--- config.mk ---
export PLATFORM = sky130hd
export DESIGN_NAME = ifetch
export DESIGN_NICKNAME = d
export VERILOG_FILES = /design/src/rtl/ifetch.sv
export SDC_FILE = /design/constraint.sdc
export NUM_CORES = 1
export LEC_CHECK = 0
export BUFFER_PORTS_ARGS = -buffer_cell sky130_fd_sc_hd__buf_2
export CAP_MARGIN = 0
export CORE_AREA = 2 2 97 99
export CTS_BUF_LIST = sky130_fd_sc_hd__clkbuf_16
export CTS_CLUSTER_SIZE = 24
export DETAILED_ROUTE_END_ITERATION = 8
export DIE_AREA = 0 0 99 101
export PLACE_DENSITY = 0.85
export SYNTH_ARGS = -nofsm -noshare
export SYNTH_HDL_FRONTEND = slang
export SYNTH_SLANG_ARGS = --single-unit
--- constraint.sdc ---
create_clock -name clock -period 8.4 [get_ports clock]
set_clock_uncertainty 0.2 [all_clocks]
set_input_delay 0.42 -clock clock [delete_from_list [all_inputs] [get_ports clock]]
set_output_delay 0.42 -clock clock [all_outputs]
set_load 0.05 [all_outputs]
--- src/rtl/ifetch.sv ---
// Instruction fetch stage: word-indexed PC, one-cycle fetch-to-decode latency,
// redirect over stall over advance, optional EBREAK halt (macro FETCH_HALT_EN).
//
// Parameters:
//   n           data/address width (n >= 32)
//   RESET_PC    word index fetched first after reset
// Ports:
//   clock       single clock, rising edge
//   reset       asynchronous, active-high
//   stall       decode cannot accept a new instruction
//   redirect    branch/jump replaces the PC
//   redirect_pc target word index, sampled only when redirect is high
//   imem_addr   word index presented to instruction memory (= PC)
//   imem_instr  instruction returned combinationally by instruction memory
//   if_instr    fetched instruction to decode
//   if_pc       word index of if_instr
//   if_valid    if_instr/if_pc are meaningful
//   halted      fetch stopped on EBREAK (tied 0 unless FETCH_HALT_EN)
module ifetch #(
    parameter int           n        = 32,
    parameter logic [n-1:0] RESET_PC = '0
) (
    input  logic         clock,
    input  logic         reset,
    input  logic         stall,
    input  logic         redirect,
    input  logic [n-1:0] redirect_pc,
    output logic [n-1:0] imem_addr,
    input  logic [n-1:0] imem_instr,
    output logic [n-1:0] if_instr,
    output logic [n-1:0] if_pc,
    output logic         if_valid,
    output logic         halted
);

    typedef enum logic {
        RUN  = 1'b0,
        HALT = 1'b1
    } state_t;

    localparam logic [n-1:0] ONE = {{(n-1){1'b0}}, 1'b1};

    state_t       state;
    logic [n-1:0] pc;
    logic [n-1:0] pc_inc;
    logic         in_halt;
    logic         is_halt;
    logic         do_redirect;
    logic         do_hold;
    logic         do_fetch;

    // PC+1 wraps modulo 2^n by construction.
    assign pc_inc    = pc + ONE;
    assign imem_addr = pc;
    assign in_halt   = (state == HALT);

`ifdef FETCH_HALT_EN
    localparam logic [n-1:0] EBREAK = n'(32'h0010_0073);
    logic halt_q;

    assign is_halt = (imem_instr == EBREAK);
    assign halted  = halt_q;
`else
    assign is_halt = 1'b0;
    assign halted  = 1'b0;
`endif

    // One-hot action: redirect beats everything, HALT or stall hold,
    // otherwise advance.
    always_comb begin
        do_redirect = 1'b0;
        do_hold     = 1'b0;
        do_fetch    = 1'b0;
        if (redirect) begin
            do_redirect = 1'b1;
        end else if (in_halt || stall) begin
            do_hold = 1'b1;
        end else begin
            do_fetch = 1'b1;
        end
    end

    always_ff @(posedge clock or posedge reset) begin
        if (reset) begin
            state    <= RUN;
            pc       <= RESET_PC;
            if_instr <= '0;
            if_pc    <= '0;
            if_valid <= 1'b0;
`ifdef FETCH_HALT_EN
            halt_q   <= 1'b0;
`endif
        end else begin
            unique case (1'b1)
                do_redirect: begin
                    // The word on imem this cycle is dropped; the target
                    // is captured on the following edge.
                    pc       <= redirect_pc;
                    if_valid <= 1'b0;
                    state    <= RUN;
`ifdef FETCH_HALT_EN
                    halt_q   <= 1'b0;
`endif
                end
                do_hold: begin
                    if (in_halt) begin
                        if_valid <= 1'b0;
                    end
                end
                do_fetch: begin
                    if_instr <= imem_instr;
                    if_pc    <= pc;
                    if_valid <= 1'b1;
                    if (is_halt) begin
                        // EBREAK is delivered once; PC parks on it.
                        state  <= HALT;
`ifdef FETCH_HALT_EN
                        halt_q <= 1'b1;
`endif
                    end else begin
                        pc <= pc_inc;
                    end
                end
                default: begin
                end
            endcase
        end
    end

endmodule

; ---- Word-level counts from Yosys, hierarchy flattened
; Index checks and enable logic that the tools add are counted.
[word_totals]
regBits = 97
in_bits = 68
word_cells = 16
[op_classes]
addsub = 1
muxes = 7
bitwise = 1
reduce_logical = 3
[op_table]
columns = op, count
row1 = $pmux W32 S2, 1
row2 = $add A32 B1 Y32 const B, 1
row3 = $mux W1, 5
row4 = $reduce_bool A3 Y1, 1
row5 = $pmux W1 S2, 1
row6 = $reduce_and A2 Y1, 1
row7 = $reduce_bool A2 Y1, 1
row8 = $not A1 Y1, 1

; ---- Longest topological paths before layout
[logic_depth]
ltp_word = 4
ltp_mapped = 6
ltp_nobuf = 5

; ---- Worst setup path after synthesis
; OpenSTA, ideal clock, no wires.
[synth_path]
kind = register to register
start = reg pc[0], in the netlist imem_addr[0]
end = reg pc[16], in the netlist imem_addr[16]
t_arrival_ps = 2234
setup_slack_ps = 5884
stages_incl_launch_ff = 7
path_cell_list = dfrtp_1 -> ha_1 -> nand2b_1 -> or4_1 -> buf_2 -> or4b_1 -> a31oi_1
[synth_between]
elab_chain_len = 2
[synth_lines]
columns = element, line
row1 = "start, declared", 44  ; logic [n-1:0] pc;
row2 = "start signal, assigned", 98  ; pc <= redirect_pc;
row3 = "start signal, assigned", 121  ; pc <= pc_inc;
row4 = $add A32 B1 Y32, 53  ; assign pc_inc = pc + ONE;
row5 = $pmux W32 S2, 94  ; unique case (1'b1)
; Every way passes these cells.
; A chain may end at the register's enable or synchronous reset.

; ---- Final worst setup path
; Same ends and word-level chain as after synthesis.

==> impl_metrics.env <==
export IMPL_portBuffers=164
export IMPL_place_gp_congestion=0.798
export IMPL_critPathArrivalTime_ns=2.48
export IMPL_run_status="finished, final reports clean"
export IMPL_worst_path_buf_inv=0
export IMPL_drc=0
export IMPL_clk_latency_ns=0.34
export IMPL_synthDistinctLibCells=41
export IMPL_clk_path_buf_depth=2
export IMPL_grt_ovfl_total=0
export IMPL_cp_start_kind="flip-flop"
export IMPL_final_seq_area_um2=2430
export IMPL_synth_xor_area_share_pct=2.42
export IMPL_worstPathCellList="ha_1 > nand2b_1 > or4_1 > or4b_1 > a31oi_1"
export IMPL_coreArea_um2=8980
export IMPL_post_cts_buffers=0
export IMPL_maxSlewHeadroom_pct=39.1
export IMPL_design_die_area_um2=10000
export IMPL_grt_antenna_before_repair=0
export IMPL_synth_fa_ha_area_share_pct=0.289
export IMPL_groute_usage_overall_pct=20.4
export IMPL_grt_first_pass_wirelength_mm=16.4
export IMPL_fmax_ghz=0.414
export IMPL_clkSlewWorstSetupHoldPaths_ns=0.07
export IMPL_p_per_area_nw_per_um2=256
export IMPL_period_share_pct=28.8
export IMPL_cp_max_fo=9
export IMPL_synth_area_um2=4330
export IMPL_multiInputGateArea_um2=1820
export IMPL_worstPathRequired_ns=8.46
export IMPL_synth_ff_type="dfrtp_1"
export IMPL_syn_to_final_growth_pct=28.1
export IMPL_worstSetupEndpointType="flip-flop"
export IMPL_maxCapViolCount=0
export IMPL_worst_slew_pin_transition_ns=0.913
export IMPL_tritoncts="yes"
export IMPL_h_tree_depth=3
export IMPL_rsz0062_at_grt="false"
export IMPL_syn_inst=362
export IMPL_path_class="reg2reg"
export IMPL_cts_resized=0
export IMPL_hp_class="in2reg"
export IMPL_slew_viol_final=0
export IMPL_period_minus_slack_ns=2.42
export IMPL_drt_pass1_iter_count=4
export IMPL_vias=3510
export IMPL_routed_wl_mm=10.3
export IMPL_finalNetCount=591
export IMPL_fillers=726
export IMPL_synth_top_family_by_area="multiplexers"
export IMPL_syn_nets=431
export IMPL_ioPinCount=166
export IMPL_pre_cts_ws_ns=5.65
export IMPL_synthMuxAreaShare_pct=16.9
export IMPL_wl_per_cell_um=16.1
export IMPL_start_util_pct=48.3
export IMPL_async_flop_share_pct=100
export IMPL_rows=35
export IMPL_p_leak_nw=2.50
export IMPL_critPathMaxStageDelay_ns=0.61
export IMPL_setup_slack_ns=5.98
export IMPL_setup_viol=0
export IMPL_synth_seq_area_share_pct=56.0
export IMPL_synth_edff_count=0
export IMPL_grt_max_degree=52
export IMPL_synth_simple_area_share_pct=14.5
export IMPL_netlist_top_cell_by_area="dfrtp_1"
export IMPL_grt_pass1_vias=3350
export IMPL_cts_made_buffers=9
export IMPL_hold_viol_final=0
export IMPL_cts_root_buf="clkbuf_16"
export IMPL_worst_path_max_delay_cell="or4_1"
export IMPL_ys_ff_latch=97
export IMPL_final_antenna_net_count=0
export IMPL_drtIter0Drc=187
export IMPL_finalSetupTns_ns=0
export IMPL_critPathTopFamily="simple AND/OR/NAND/NOR gates"
export IMPL_synth_area_per_cell_um2=12.0
export IMPL_synth_top_area_share_pct=56.0
export IMPL_synth_compound_area_share_pct=7.74
export IMPL_drive_above_1_share_pct=47.4
export IMPL_avgViaCountPerCell=5.49
export IMPL_die_y_um=101
export IMPL_ys_warn_count=0
export IMPL_cts_sinks=97
export IMPL_yosys_top_cells_area="dfrtp_1 56%, mux2_2 17%, or4_1 2.9%"
export IMPL_die_width_um=99
export IMPL_hpwl_mm=7.50
export IMPL_peakVddDrop_v=0.000132
## per-layer routing
layer | global-route usage [%] | part of all wire, % | vias to the layer above
li1 | - | - | 1670
met1 | 26.9 | 42 | 1696
met2 | 34.7 | 50 | 137
met3 | 4.37 | 7.4 | 7
met4 | 5.27 | 0.74 | 0
met5 | 0 | 0 | -
## cells by family (layout without fill, tap and decap cells)
| group | Yosys count | count (layout) |
|---|---|---|
| XOR/XNOR | 12 | 12 |
| AND/OR/NAND/NOR | 111 | 111 |
| multiplexers | 65 | 65 |
| other | 1 | 2 |
| buffers and inverters | 23 | 188 |
| adder cells (fa/ha/maj) | 1 | 1 |
| AO/OA/AOI/OAI | 52 | 52 |
| flip-flops | 97 | 97 |
## synth_stat cells, types with 7 or more instances
cell       n
nor2_1    20
or4_1     17
nand4_1    9
mux2_2    64
xnor2_1    7
o31ai_1   14
nand2_1   27
a31oi_1   15
o21ai_0   16
clkbuf_1  15
dfrtp_1   97
nand3_1   10
## power by group
part	internal, W	leakage [nW]	switching [W]
Sequential	0.000533	1.13	0.0000554
Combinational	0.000117	1.22	0.000323
Clock	0.000207	0.142	0.000185
Total	0.000856	2.50	0.000564
## cell type report
type,count,share of cell area [%]
sequential,97,43.7
multi-input combinational,242,32.8
antenna,1,0.0451
clock buffer,9,4.06
tap,111,2.50
clock inverter,7,1.19
inverter,5,0.383
timing repair buffer,167,15.2
## timing repair
action | in CTS | in global routing
endpoints found under the hold margin | 47 | 0
hold buffers | 1 | 0
setup endpoints to repair | 0 | 0
## worst paths after layout
path	from	end	slack [ns]	cells after the start
max	imem_addr[0]	imem_addr[16]	5.98	5
min	redirect_pc[4]	imem_addr[4]	0.09	3
max reg2reg	imem_addr[0]	imem_addr[16]	5.98	5
min reg2reg	if_pc[25]	if_pc[25]	0.30	1
max in group asynchronous	reset	if_pc[18]	6.46	4
min in group asynchronous	reset	if_instr[26]	0.54	3
## cell usage in the layout, fill, tap and decap left out, types with 4 or more instances in the layout
cell type	n
mux2_2	64
nand3_1	10
and3_1	4
nor2_1	19
nor4_1	4
inv_1	4
clkinv_4	4
and4_1	4
xnor2_1	7
clkbuf_16	9
buf_2	164
xor2_1	5
a31oi_1	15
nand4_1	9
dfrtp_1	97
o31ai_1	14
o21ai_0	16
or4_1	17
nand2_1	27
## worst register-to-register path: cells and delay by family (launching register included)
kind / cells / cell delay [ns]
AND/OR/NAND/NOR: 3 / 1.32
flip-flops: 1 / 0.43
adder cells (fa/ha/maj): 1 / 0.23
AO/OA/AOI/OAI: 1 / 0.16
## per-stage QoR
| step | std cells | utilization, % | hold WS (ns) | total power, W | instance area (um2) |
|---|---|---|---|---|---|
| 3_3_place_gp | 621 | 58.4 | 0.284 | 0.00103 | 5250 |
| 3_5_place_dp | 621 | 58.4 | 0.291 | 0.00104 | 5250 |
| 6_report | 639 | 61.8 | 0.0881 | 0.00142 | 5550 |
| 2_1_floorplan | 362 | - | 0.336 | 0.000922 | 4330 |
| 5_1_grt | 638 | 61.8 | 0.0965 | 0.00148 | 5550 |
| 4_1_cts | 638 | 61.8 | 0.0831 | 0.00143 | 5550 |
## flip-flops by register name, summed over array words and instances, names as in the netlist
signal / flops
if_valid: 1
if_pc: 32
imem_addr: 32
if_instr: 32
Note: power is estimated with default switching activity, not from simulation.
